## config.mk

```make
export PLATFORM = sky130hd
export DESIGN_NAME = cc_capture_flat
export DESIGN_NICKNAME = d
export VERILOG_FILES = /design/src/rtl/cc_pkg.sv /design/src/rtl/cc_capture_if.sv /design/src/rtl/cc_fifo.sv /design/src/rtl/cc_capture.sv /design/src/flat_wrapper.sv
export SDC_FILE = /design/constraint.sdc
export NUM_CORES = 1
export LEC_CHECK = 0
export CAP_MARGIN = 25
export CORE_ASPECT_RATIO = 2
export CORE_MARGIN = 4
export CORE_UTILIZATION = 30
export DETAILED_ROUTE_END_ITERATION = 8
export SYNTH_ARGS = -nofsm -noshare
export SYNTH_HDL_FRONTEND = slang
export SYNTH_SLANG_ARGS = --single-unit
```

## constraint.sdc

```tcl
create_clock -name clk -period 5 [get_ports clk]
set_input_delay 1.25 -clock clk [delete_from_list [all_inputs] [get_ports clk]]
set_output_delay 1.25 -clock clk [all_outputs]
set_load 0.02 [all_outputs]
```

## src/rtl/cc_pkg.sv

```systemverilog
// cc_pkg: shared definitions for the cc capture path.
//   CC_OUT_W      width of the packed cc output vector
//   CC_W..CC_P0   bit positions of each cc output inside the vector
//   cc_vec_t      packed vector type carried through the capture FIFO
package cc_pkg;

   localparam int CC_OUT_W = 20;

   // Bit positions inside the packed vector, LSB first.
   localparam int CC_W  = 0;
   localparam int CC_XX = 1;
   localparam int CC_Y  = 2;
   localparam int CC_Z  = 3;
   localparam int CC_A0 = 4;
   localparam int CC_B0 = 5;
   localparam int CC_C0 = 6;
   localparam int CC_D0 = 7;
   localparam int CC_E0 = 8;
   localparam int CC_F0 = 9;
   localparam int CC_G0 = 10;
   localparam int CC_H0 = 11;
   localparam int CC_I0 = 12;
   localparam int CC_J0 = 13;
   localparam int CC_K0 = 14;
   localparam int CC_L0 = 15;
   localparam int CC_M0 = 16;
   localparam int CC_N0 = 17;
   localparam int CC_O0 = 18;
   localparam int CC_P0 = 19;

   typedef logic [CC_OUT_W-1:0] cc_vec_t;

endpackage

```

## src/rtl/cc_capture_if.sv

```systemverilog
// cc_capture_if: bundles the sample input, the drain handshake and the
// status outputs of cc_capture.
//   in_vec/in_valid/chg_only   sample source side
//   out_vec/out_valid/out_ready drain handshake
//   count/full/empty/drop_cnt  occupancy and loss status
// Modports: slave = cc_capture, master = producer/consumer around it.
interface cc_capture_if #(
   parameter int DEPTH  = 4,
   parameter int DROP_W = 8
);
   import cc_pkg::*;

   localparam int CNT_W = $clog2(DEPTH + 1);

   cc_vec_t            in_vec;
   logic               in_valid;
   logic               chg_only;
   cc_vec_t            out_vec;
   logic               out_valid;
   logic               out_ready;
   logic [CNT_W-1:0]   count;
   logic               full;
   logic               empty;
   logic [DROP_W-1:0]  drop_cnt;

   modport slave (
      input  in_vec, in_valid, chg_only, out_ready,
      output out_vec, out_valid, count, full, empty, drop_cnt
   );

   modport master (
      output in_vec, in_valid, chg_only, out_ready,
      input  out_vec, out_valid, count, full, empty, drop_cnt
   );

endinterface

```

## src/rtl/cc_fifo.sv

```systemverilog
// cc_fifo: generic synchronous FIFO, register storage with the head word
// read straight from the entry addressed by the read pointer.
//   clk, rst        clock, asynchronous active-high reset
//   push, push_data write one word (caller guarantees !full || pop)
//   pop             retire the head word (caller guarantees !empty)
//   head            current head word
//   count/full/empty occupancy, decoded from registered state only
// DEPTH must be a power of two so the pointers wrap naturally.
module cc_fifo #(
   parameter int WIDTH = 20,
   parameter int DEPTH = 4,
   localparam int PTR_W = (DEPTH > 1) ? $clog2(DEPTH) : 1,
   localparam int CNT_W = $clog2(DEPTH + 1)
) (
   input  logic             clk,
   input  logic             rst,
   input  logic             push,
   input  logic [WIDTH-1:0] push_data,
   input  logic             pop,
   output logic [WIDTH-1:0] head,
   output logic [CNT_W-1:0] count,
   output logic             full,
   output logic             empty
);

   localparam logic [CNT_W-1:0] FULL_CNT = CNT_W'(DEPTH);

   logic [WIDTH-1:0] mem_q [DEPTH];
   logic [PTR_W-1:0] wr_ptr_q, wr_ptr_d;
   logic [PTR_W-1:0] rd_ptr_q, rd_ptr_d;
   logic [CNT_W-1:0] count_q, count_d;

   // One register per entry; only the entry under the write pointer loads.
   // A push while full with a pop writes the slot being retired this cycle,
   // which is safe because the head was already presented before the edge.
   for (genvar gi = 0; gi < DEPTH; gi++) begin : g_mem
      logic [WIDTH-1:0] mem_d;
      always_comb begin
         mem_d = mem_q[gi];
         if (push && (wr_ptr_q == PTR_W'(gi))) begin
            mem_d = push_data;
         end
      end
      always_ff @(posedge clk or posedge rst) begin
         if (rst) begin
            mem_q[gi] <= '0;
         end else begin
            mem_q[gi] <= mem_d;
         end
      end
   end

   always_comb begin
      wr_ptr_d = wr_ptr_q;
      rd_ptr_d = rd_ptr_q;
      count_d  = count_q;
      if (push) begin
         wr_ptr_d = wr_ptr_q + 1'b1;
      end
      if (pop) begin
         rd_ptr_d = rd_ptr_q + 1'b1;
      end
      case ({push, pop})
         2'b10:   count_d = count_q + 1'b1;
         2'b01:   count_d = count_q - 1'b1;
         default: count_d = count_q;
      endcase
   end

   always_ff @(posedge clk or posedge rst) begin
      if (rst) begin
         wr_ptr_q <= '0;
         rd_ptr_q <= '0;
         count_q  <= '0;
      end else begin
         wr_ptr_q <= wr_ptr_d;
         rd_ptr_q <= rd_ptr_d;
         count_q  <= count_d;
      end
   end

   assign head  = mem_q[rd_ptr_q];
   assign count = count_q;
   assign full  = (count_q == FULL_CNT);
   assign empty = (count_q == '0);

endmodule

```

## src/rtl/cc_capture.sv

```systemverilog
// cc_capture: registered capture stage behind the cc combinational block.
// Samples in_vec on in_valid cycles, optionally keeps only samples that
// differ from the previous qualified one, buffers them in cc_fifo and
// counts samples lost to overflow with a saturating counter.
//   clk, rst  clock, asynchronous active-high reset
//   bus       cc_capture_if.slave: sample input, drain handshake, status
module cc_capture
   import cc_pkg::*;
#(
   parameter int DEPTH  = 4,
   parameter int DROP_W = 8
) (
   input  logic         clk,
   input  logic         rst,
   cc_capture_if.slave  bus
);

   localparam int CNT_W = $clog2(DEPTH + 1);

   cc_vec_t           last_vec_q, last_vec_d;
   logic              first_q, first_d;
   logic [DROP_W-1:0] drop_cnt_q, drop_cnt_d;

   logic             candidate;
   logic             push;
   logic             pop;
   logic             drop;
   logic             fifo_full;
   logic             fifo_empty;
   logic [CNT_W-1:0] fifo_count;
   cc_vec_t          fifo_head;

   // Push/drop arbitration. out_ready only reaches push through pop, so a
   // full FIFO can still accept a sample on a cycle it is being drained.
   always_comb begin
      candidate = bus.in_valid &&
                  (!bus.chg_only || first_q || (bus.in_vec != last_vec_q));
      pop       = !fifo_empty && bus.out_ready;
      push      = candidate && (!fifo_full || pop);
      drop      = candidate && fifo_full && !pop;
   end

   // Change tracking follows every qualified sample, enqueued or not, so
   // switching chg_only mid-stream compares against the true previous one.
   always_comb begin
      last_vec_d = last_vec_q;
      first_d    = first_q;
      drop_cnt_d = drop_cnt_q;
      if (bus.in_valid) begin
         last_vec_d = bus.in_vec;
         first_d    = 1'b0;
      end
      if (drop && (drop_cnt_q != '1)) begin
         drop_cnt_d = drop_cnt_q + 1'b1;
      end
   end

   always_ff @(posedge clk or posedge rst) begin
      if (rst) begin
         last_vec_q <= '0;
         first_q    <= 1'b1;
         drop_cnt_q <= '0;
      end else begin
         last_vec_q <= last_vec_d;
         first_q    <= first_d;
         drop_cnt_q <= drop_cnt_d;
      end
   end

   cc_fifo #(
      .WIDTH (CC_OUT_W),
      .DEPTH (DEPTH)
   ) u_fifo (
      .clk       (clk),
      .rst       (rst),
      .push      (push),
      .push_data (bus.in_vec),
      .pop       (pop),
      .head      (fifo_head),
      .count     (fifo_count),
      .full      (fifo_full),
      .empty     (fifo_empty)
   );

   assign bus.out_vec   = fifo_head;
   assign bus.out_valid = !fifo_empty;
   assign bus.count     = fifo_count;
   assign bus.full      = fifo_full;
   assign bus.empty     = fifo_empty;
   assign bus.drop_cnt  = drop_cnt_q;

endmodule
```

## src/flat_wrapper.sv

```systemverilog
// flat-port wrapper written by rule: the top's interface ports become plain ports
module cc_capture_flat import cc_pkg::*;
#(
   parameter int DEPTH  = 4,
   parameter int DROP_W = 8
)
  (clk, rst, bus_in_vec, bus_in_valid, bus_chg_only, bus_out_ready, bus_out_vec, bus_out_valid, bus_count, bus_full, bus_empty, bus_drop_cnt);
  cc_capture_if #(.DEPTH(DEPTH), .DROP_W(DROP_W)) bus_i ();
  input  logic clk;
  input  logic rst;
  input wire logic [$bits(bus_i.in_vec)-1:0] bus_in_vec;
  input wire logic [$bits(bus_i.in_valid)-1:0] bus_in_valid;
  input wire logic [$bits(bus_i.chg_only)-1:0] bus_chg_only;
  input wire logic [$bits(bus_i.out_ready)-1:0] bus_out_ready;
  output wire logic [$bits(bus_i.out_vec)-1:0] bus_out_vec;
  output wire logic [$bits(bus_i.out_valid)-1:0] bus_out_valid;
  output wire logic [$bits(bus_i.count)-1:0] bus_count;
  output wire logic [$bits(bus_i.full)-1:0] bus_full;
  output wire logic [$bits(bus_i.empty)-1:0] bus_empty;
  output wire logic [$bits(bus_i.drop_cnt)-1:0] bus_drop_cnt;
  assign bus_i.in_vec = bus_in_vec;
  assign bus_i.in_valid = bus_in_valid;
  assign bus_i.chg_only = bus_chg_only;
  assign bus_i.out_ready = bus_out_ready;
  assign bus_out_vec = bus_i.out_vec;
  assign bus_out_valid = bus_i.out_valid;
  assign bus_count = bus_i.count;
  assign bus_full = bus_i.full;
  assign bus_empty = bus_i.empty;
  assign bus_drop_cnt = bus_i.drop_cnt;
  cc_capture #(.DEPTH(DEPTH), .DROP_W(DROP_W)) u_core (.clk(clk), .rst(rst), .bus(bus_i));
endmodule
```

==> reports/results.txt, run 1 <==
Sequential Power Share -> 33.8%
switch share -> 30.80%
RSZ-0062 raised after global routing -> false
flops & latches, synth -> 116
Final ANT Viol Nets -> 0
outcome -> completed
hold-fix buffers at CTS -> 0
largest net degree at the start of global routing -> 79
type of element capturing the critical path -> flop
DRC violations left -> 0
most frequent cell after synthesis -> dfrtp_1
clk root buf -> clkbuf_16
Syn Area/Cell -> 15.87 um2
Setup Skew -> 7.644 ps
Internal Power -> 3.240 mW
grt total ovfl -> 0
Post-CTS Setup Bufs -> 0
Via Count -> 3057
Port Buffers -> 58
CP max stage delay -> 580 ps
Die Ht -> 197.4 um
Post-CTS Resized -> 0
H-tree lvl count -> 4
final number of hold-violating endpoints -> 0
GP Congestion -> 0.7503
clock transition at the registers of the reported paths -> 50 ps
detailed-route vias per instance -> 4.814
dpl hpwl -> 7893 um
fin cells -> 635
clk sinks -> 116
Crit-path slowest cell -> nor4_1
antenna diode count -> 0
Slew HR -> 47.21%
Mapped Area -> 5379 um2
DIE AREA -> 20270 um2
num rows -> 69
Max rail drop VDD -> 285.8 uV
Post-layout nets -> 442
largest area contributor in the netlist -> dfrtp_1
crit start category -> input pin
fin crit share -> 80.47%
Yosys warnings -> 0
initial antenna violation count -> 0
PwrDens -> 689.4 nW/um2
Worst Path Buf+Inv -> 3
family with the most delay on the worst path -> simple AND/OR/NAND/NOR gates
Post-synth EDFFs -> 0
DR WL/cell -> 18.14 um
crit path max fanout -> 13
P_sw -> 1.442 mW
global-route wire length before repair -> 18970 um
CP cell instances -> clkdlybuf4s50_1 > xor2_1 > nor4_1 > nand3_2 > and3_4 > inv_1 > ha_1 > inv_1 > fa_1 > xor2_1 > nor2_1 > xor2_1
Worst Hold Class -> reg2reg
FFs w/ async S/R, synth -> 100.0%
fin. max-slew vios -> 0
Setup Viol. Count Final -> 0
DRT Pass-1 Iters -> 3
area grow syn2layout -> 26.26%
worst-skew pair later-pin latency -> 410 ps
clock share of power -> 25.9%
die width -> 102.7 um
I/O pin total -> 59
count of different cell masters after synthesis -> 36
Detailed Route WL -> 11520 um
Final min period -> 4024 ps
final hold slack -> 482.3 ps
Num CTS Buffers -> 17
max frequency -> 0.2485 GHz
Synth Instances -> 339
share of cells above drive strength 1 -> 39.57%
number of global-route vias before repair -> 3482
Area contributors post-synth -> dfrtp_1, mux2_2, mux4_2
share of the synthesized area in the top cell type -> 53.50%
Top FF cell, synth -> dfrtp_1
clk buf depth -> 2
Leakage -> 2.878 nW
Gate power share -> 40.3%
maxcap violations -> 0
GRT Total Usage -> 12.39%
Mapped Nets -> 371
sequential fraction of the synthesis area -> 53.99%
synth cell count leaders -> dfrtp_1, mux2_2, xnor2_1
critical path type -> in2reg
crit path DAT -> 4350 ps
CTS tree -> built
Inst Count DP -> 603
initial DRC count -> 82
Worst-Margin Slew -> 791.8 ps
core area -> 17700 um2
cell mode on critical path -> xor2_1
starting density of the core -> 30.39%
Fin Setup TNS -> 0 ps
required time of the worst setup path -> 5330 ps
[final timing paths]
check                                          to  cells past startpoint            startpoint  slack, ps
min in group asynchronous  u_core.u_fifo.count[0]                      2                   rst       1070
setup / recovery           u_core.u_fifo.count[2]                     12         bus_in_vec[8]        980
hold / removal                     u_core.first_q                      1        u_core.first_q        480
max in group asynchronous          u_core.first_q                      4                   rst       2940
hold reg to reg                    u_core.first_q                      1        u_core.first_q        480
setup reg to reg           u_core.u_fifo.count[2]                     11  u_core.last_vec_q[5]       2010
[registers in the layout, indices dropped and copies added (netlist names)]
name                    cells
u_core.u_fifo.mem_q        80
u_core.bus.drop_cnt         8
u_core.u_fifo.wr_ptr_q      2
u_core.u_fifo.rd_ptr_q      2
u_core.first_q              1
u_core.u_fifo.count         3
u_core.last_vec_q          20
[per-layer routing]
layer / wire length [um] / track usage (%) / vias to the layer above
li1: - / - / 1369
met1: 4408 / 13.56 / 1630
met2: 6577 / 22.40 / 41
met3: 293 / 2.934 / 17
met4: 239 / 4.964 / 0
met5: 0 / 0 / -
[cells by family (layout without fill, tap and decap cells)]
family	Yosys count	in the layout	synth area share [%]
AO/OA/AOI/OAI	2	2	0.2792
XOR/XNOR	32	32	5.210
adder cells (fa/ha/maj)	7	7	1.768
buffers and inverters	25	108	2.954
flip-flops	116	116	53.99
multiplexers	123	123	31.38
AND/OR/NAND/NOR	34	34	4.420
[stage by stage]
step | power (mW) | area [um2] | worst slack (ps) | utilization, %
6_report | 4.682 | 6792 | 976.4 | 38.37
3_3_place_gp | 3.464 | 6171 | 509.2 | 34.87
5_1_grt | 4.937 | 6792 | 718.2 | 38.37
2_1_floorplan | 2.823 | 5379 | 679.2 | -
4_1_cts | 4.760 | 6764 | 895.9 | 38.22
3_5_place_dp | 3.531 | 6171 | 487.3 | 34.87
[layout by cell type, fill, tap and decap left out, types with 3 or more instances in the layout]
cell / synthesis / routed
mux2_4: 21 / 21
bufinv_16: 0 / 3
inv_1: 9 / 8
and3_1: 3 / 3
mux2_2: 81 / 81
buf_4: 6 / 9
clkinv_2: 0 / 3
ha_1: 6 / 6
nand4_1: 9 / 9
xor2_1: 10 / 10
xnor2_1: 22 / 22
mux4_2: 20 / 20
clkbuf_1: 5 / 3
clkbuf_16: 0 / 17
nand3_1: 4 / 4
dfrtp_1: 115 / 115
clkdlybuf4s50_1: 0 / 58
[area by class of cell]
type                            count  area [um2]
Tap cell                          213       266.5
Clock inverter                      9       128.9
Clock buffer                       22       464.2
Sequential cell                   116        2904
Multi-Input combinational cell    198        2316
Inverter                            9       36.28
Fill cell                        1648       10910
Timing Repair Buffer               68       675.6
[worst register-to-register path, cell delays in order (launching register included)]
cell     delay (ps)
dfrtp_1         390
xor2_1          170
nor4_1          570
nand3_2         400
and3_4          340
inv_1            50
ha_1            160
inv_1            60
fa_1            380
xor2_1          150
nor2_1          110
xor2_1          150
[power by group through the flow]
stage	registers, mW	logic, mW	clock network (mW)
after global routing	1.63	2.02	1.28
after floorplan	1.52	1.31	0
final	1.58	1.89	1.21
after global placement	1.57	1.90	0
after detailed placement	1.60	1.93	0
after CTS	1.59	1.93	1.24
(Power assumes the default switching activity.)
==> inputs of run 2 (changes only) <==
Clock period 5 ns to 3.8 ns, I/O delays scaled along.
==> run 2 against run 1 <==
Compared with the run above: routed wire length rose by 4.2%; critical path type unchanged; clock-buffer cell count fell by 5; clock power rose by 34%; hold slack improved by 0.82 ps; cell count rose by 2.5%; largest cell class unchanged; utilization rose by 0.69 points; sequential power rose by 28%; die area did not move; sequential share of layout area fell by 0.75 points; non-clock buffer count rose by 15; critical endpoint unchanged; critical path depth rose by 1.
==> reports/results.txt, run 2 (synthesis gave the netlist of run 1 again) <==
final number of hold-violating endpoints -> 0 (unchanged)
Gate power share -> 41.3% (+1.0 points)
grt total ovfl -> 0 (unchanged)
Setup Viol. Count Final -> 0 (unchanged)
DR WL/cell -> 18.43 um (+1.6%)
PwrDens -> 899.8 nW/um2 (+31%)
R2R Path Start -> u_core.last_vec_q[5]
Worst R2R Path Depth -> 12 (+1)
Final min period -> 3392 ps
num rows -> 69 (unchanged)
die width -> 102.7 um (unchanged)
clk buf depth -> 2 (unchanged)
critical path type -> in2reg
Post-layout nets -> 457 (+3.4%)
family with the most delay on the worst path -> buffers and inverters
dpl hpwl -> 8503 um (+7.7%)
starting density of the core -> 30.39% (unchanged)
share of cells above drive strength 1 -> 42.47% (+2.9 points)
crit path max fanout -> 6 (-7)
antenna diode count -> 0 (unchanged)
clk root buf -> clkbuf_16
Post-CTS Setup Bufs -> 0 (unchanged)
hold-fix buffers at CTS -> 0 (unchanged)
Final ANT Viol Nets -> 0 (unchanged)
flop2flop setup slack -> 1140 ps (-870 ps)
GP Congestion -> 0.7055 (-6.0%)
DIE AREA -> 20270 um2 (unchanged)
worst-skew pair later-pin latency -> 410 ps (about the same)
Sequential Power Share -> 32.6% (-1.2 points)
detailed-route vias per instance -> 4.810 (about the same)
fin cells -> 651 (+2.5%)
max frequency -> 0.2948 GHz
I/O pin total -> 59 (unchanged)
P_sw -> 1.960 mW (+36%)
met3 GRT Util -> 3.252% (+0.32 points)
switch share -> 31.51% (+0.70 points)
core area -> 17700 um2 (unchanged)
commonest non-fill, non-tap cell in the layout -> dfrtp_1
Via Count -> 3131 (+2.4%)
Max rail drop VDD -> 383.6 uV (+34%)
number of global-route vias before repair -> 3521 (+1.1%)
Slew HR -> 39.61% (-7.6 points)
Top reg by flops -> u_core.u_fifo.mem_q
crit start category -> input pin
global-route wire length before repair -> 19220 um (+1.3%)
Crit-path slowest cell -> clkdlybuf4s50_1
GRT Total Usage -> 12.87% (+0.48 points)
clock transition at the registers of the reported paths -> 50 ps (about the same)
post-place setup slack -> -79.24 ps (-566.6 ps)
initial antenna violation count -> 0 (unchanged)
Worst Hold Class -> reg2reg
type of element capturing the critical path -> flop
Setup Skew -> 5.977 ps (-1.667 ps)
Num CTS Buffers -> 17 (unchanged)
largest net degree at the start of global routing -> 55 (-30%)
fin area -> 6913 um2 (+1.8%)
CTS tree -> built
required time of the worst setup path -> 4140 ps (-1190 ps)
RSZ-0062 raised after global routing -> false
Inst Count DP -> 619 (+2.7%)
Filler cells -> 1644 (-0.24%)
max FFs per register -> 80 (unchanged)
fin crit share -> 89.27%
cell mode on critical path -> xor2_1
Internal Power -> 4.260 mW (+31%)
register area -> 2904 um2 (unchanged)
Worst Path Buf+Inv -> 4 (+1)
crit path DAT -> 3730 ps (-620 ps)
CP max stage delay -> 520 ps (-60 ps)
initial DRC count -> 86 (+4.9%)
H-tree lvl count -> 4 (unchanged)
hold path cells -> 1 (unchanged)
met2 GRT Util -> 23.29% (+0.89 points)
DRC violations left -> 0 (unchanged)
most frequent cells in the layout -> dfrtp_1, mux2_2, clkdlybuf4s50_1
Post-CTS Resized -> 0 (unchanged)
clock share of power -> 26.1% (+0.2 points)
DRT Pass-1 Iters -> 4 (+1)
grt met1 use -> 13.78% (+0.22 points)
worst hold start -> u_core.first_q
Worst-Margin Slew -> 904.0 ps (+112.1 ps)
PnR worst setup slack -> 407.7 ps (-568.7 ps)
area grow syn2layout -> 28.52%
placed instance area -> 6305 um2 (+2.2%)
outcome -> completed
Tot Pwr -> 6.220 mW (+33%)
Fin Setup TNS -> 0 ps (unchanged)
reg2reg end -> u_core.u_fifo.count[2]
Port Buffers -> 58 (unchanged)
Die Ht -> 197.4 um (unchanged)
Worst Hold End -> u_core.first_q
CP cell instances -> clkdlybuf4s50_1 > xor2_1 > nor4_1 > buf_4 > nand3_2 > and3_4 > inv_1 > ha_1 > inv_1 > fa_1 > xor2_1 > nor2_1 > xor2_1
Detailed Route WL -> 12000 um (+4.2%)
global routing's busiest layer -> met2
fin. max-slew vios -> 0 (unchanged)
clk sinks -> 116 (unchanged)
multi-input logic area -> 2316 um2 (unchanged)
maxcap violations -> 0 (unchanged)
Leakage -> 2.938 nW (+2.1%)
==> run 2: worst max-delay path by stage <==
stage,from,cells after the start,to,slack (ps)
after global routing,bus_in_vec[5],13,u_core.u_fifo.count[2],290
after floorplan,bus_in_vec[14],13,u_core.u_fifo.count[2],750
final,bus_in_vec[8],13,u_core.u_fifo.count[2],410
after global placement,bus_in_vec[8],13,u_core.u_fifo.count[2],0.5
after CTS,bus_in_vec[8],13,u_core.u_fifo.count[2],390
after detailed placement,bus_in_vec[8],13,u_core.u_fifo.count[2],-80
==> run 2: cell type report <==
type                            count  share of cell area (%)
Clock buffer                       17                   6.154
Clock inverter                     15                   2.643
Inverter                            9                  0.5430
Multi-Input combinational cell    198                   33.50
Sequential cell                   116                   42.01
Tap cell                          213                   3.855
Timing Repair Buffer               83                   11.29
==> run 2: routing by layer <==
metal  up-vias  part of all wire [%]
li1       1406                     -
met1      1661                    37
met2        49                    58
met3        15                   2.7
met4         0                   2.1
met5         -                     0
==> run 2: per-stage QoR <==
step | util, % | hold slack (ps)
final | 39.06 | 483.1
after global routing | 39.06 | 493.3
after global placement | 35.62 | 470.9
after CTS | 39.06 | 485.6
after floorplan | - | 462.1
after detailed placement | 35.62 | 475.2
==> run 2: worst reg2reg max path, stage by stage (launching register included) <==
cell and delay [ps]:
dfrtp_1 390, xor2_1 170, nor4_1 430, buf_4 190
nand3_2 60, and3_4 210, inv_1 100, ha_1 190
inv_1 70, fa_1 380, xor2_1 150, nor2_1 110
xor2_1 140
==> run 2: power by group through the flow <==
stage	registers (mW)	clock network, mW	logic [mW]
after floorplan	2.00	0	1.72
after global placement	2.00	0	2.58
after detailed placement	2.05	0	2.61
after CTS	2.03	1.66	2.63
after global routing	2.09	1.71	2.76
final	2.03	1.62	2.57
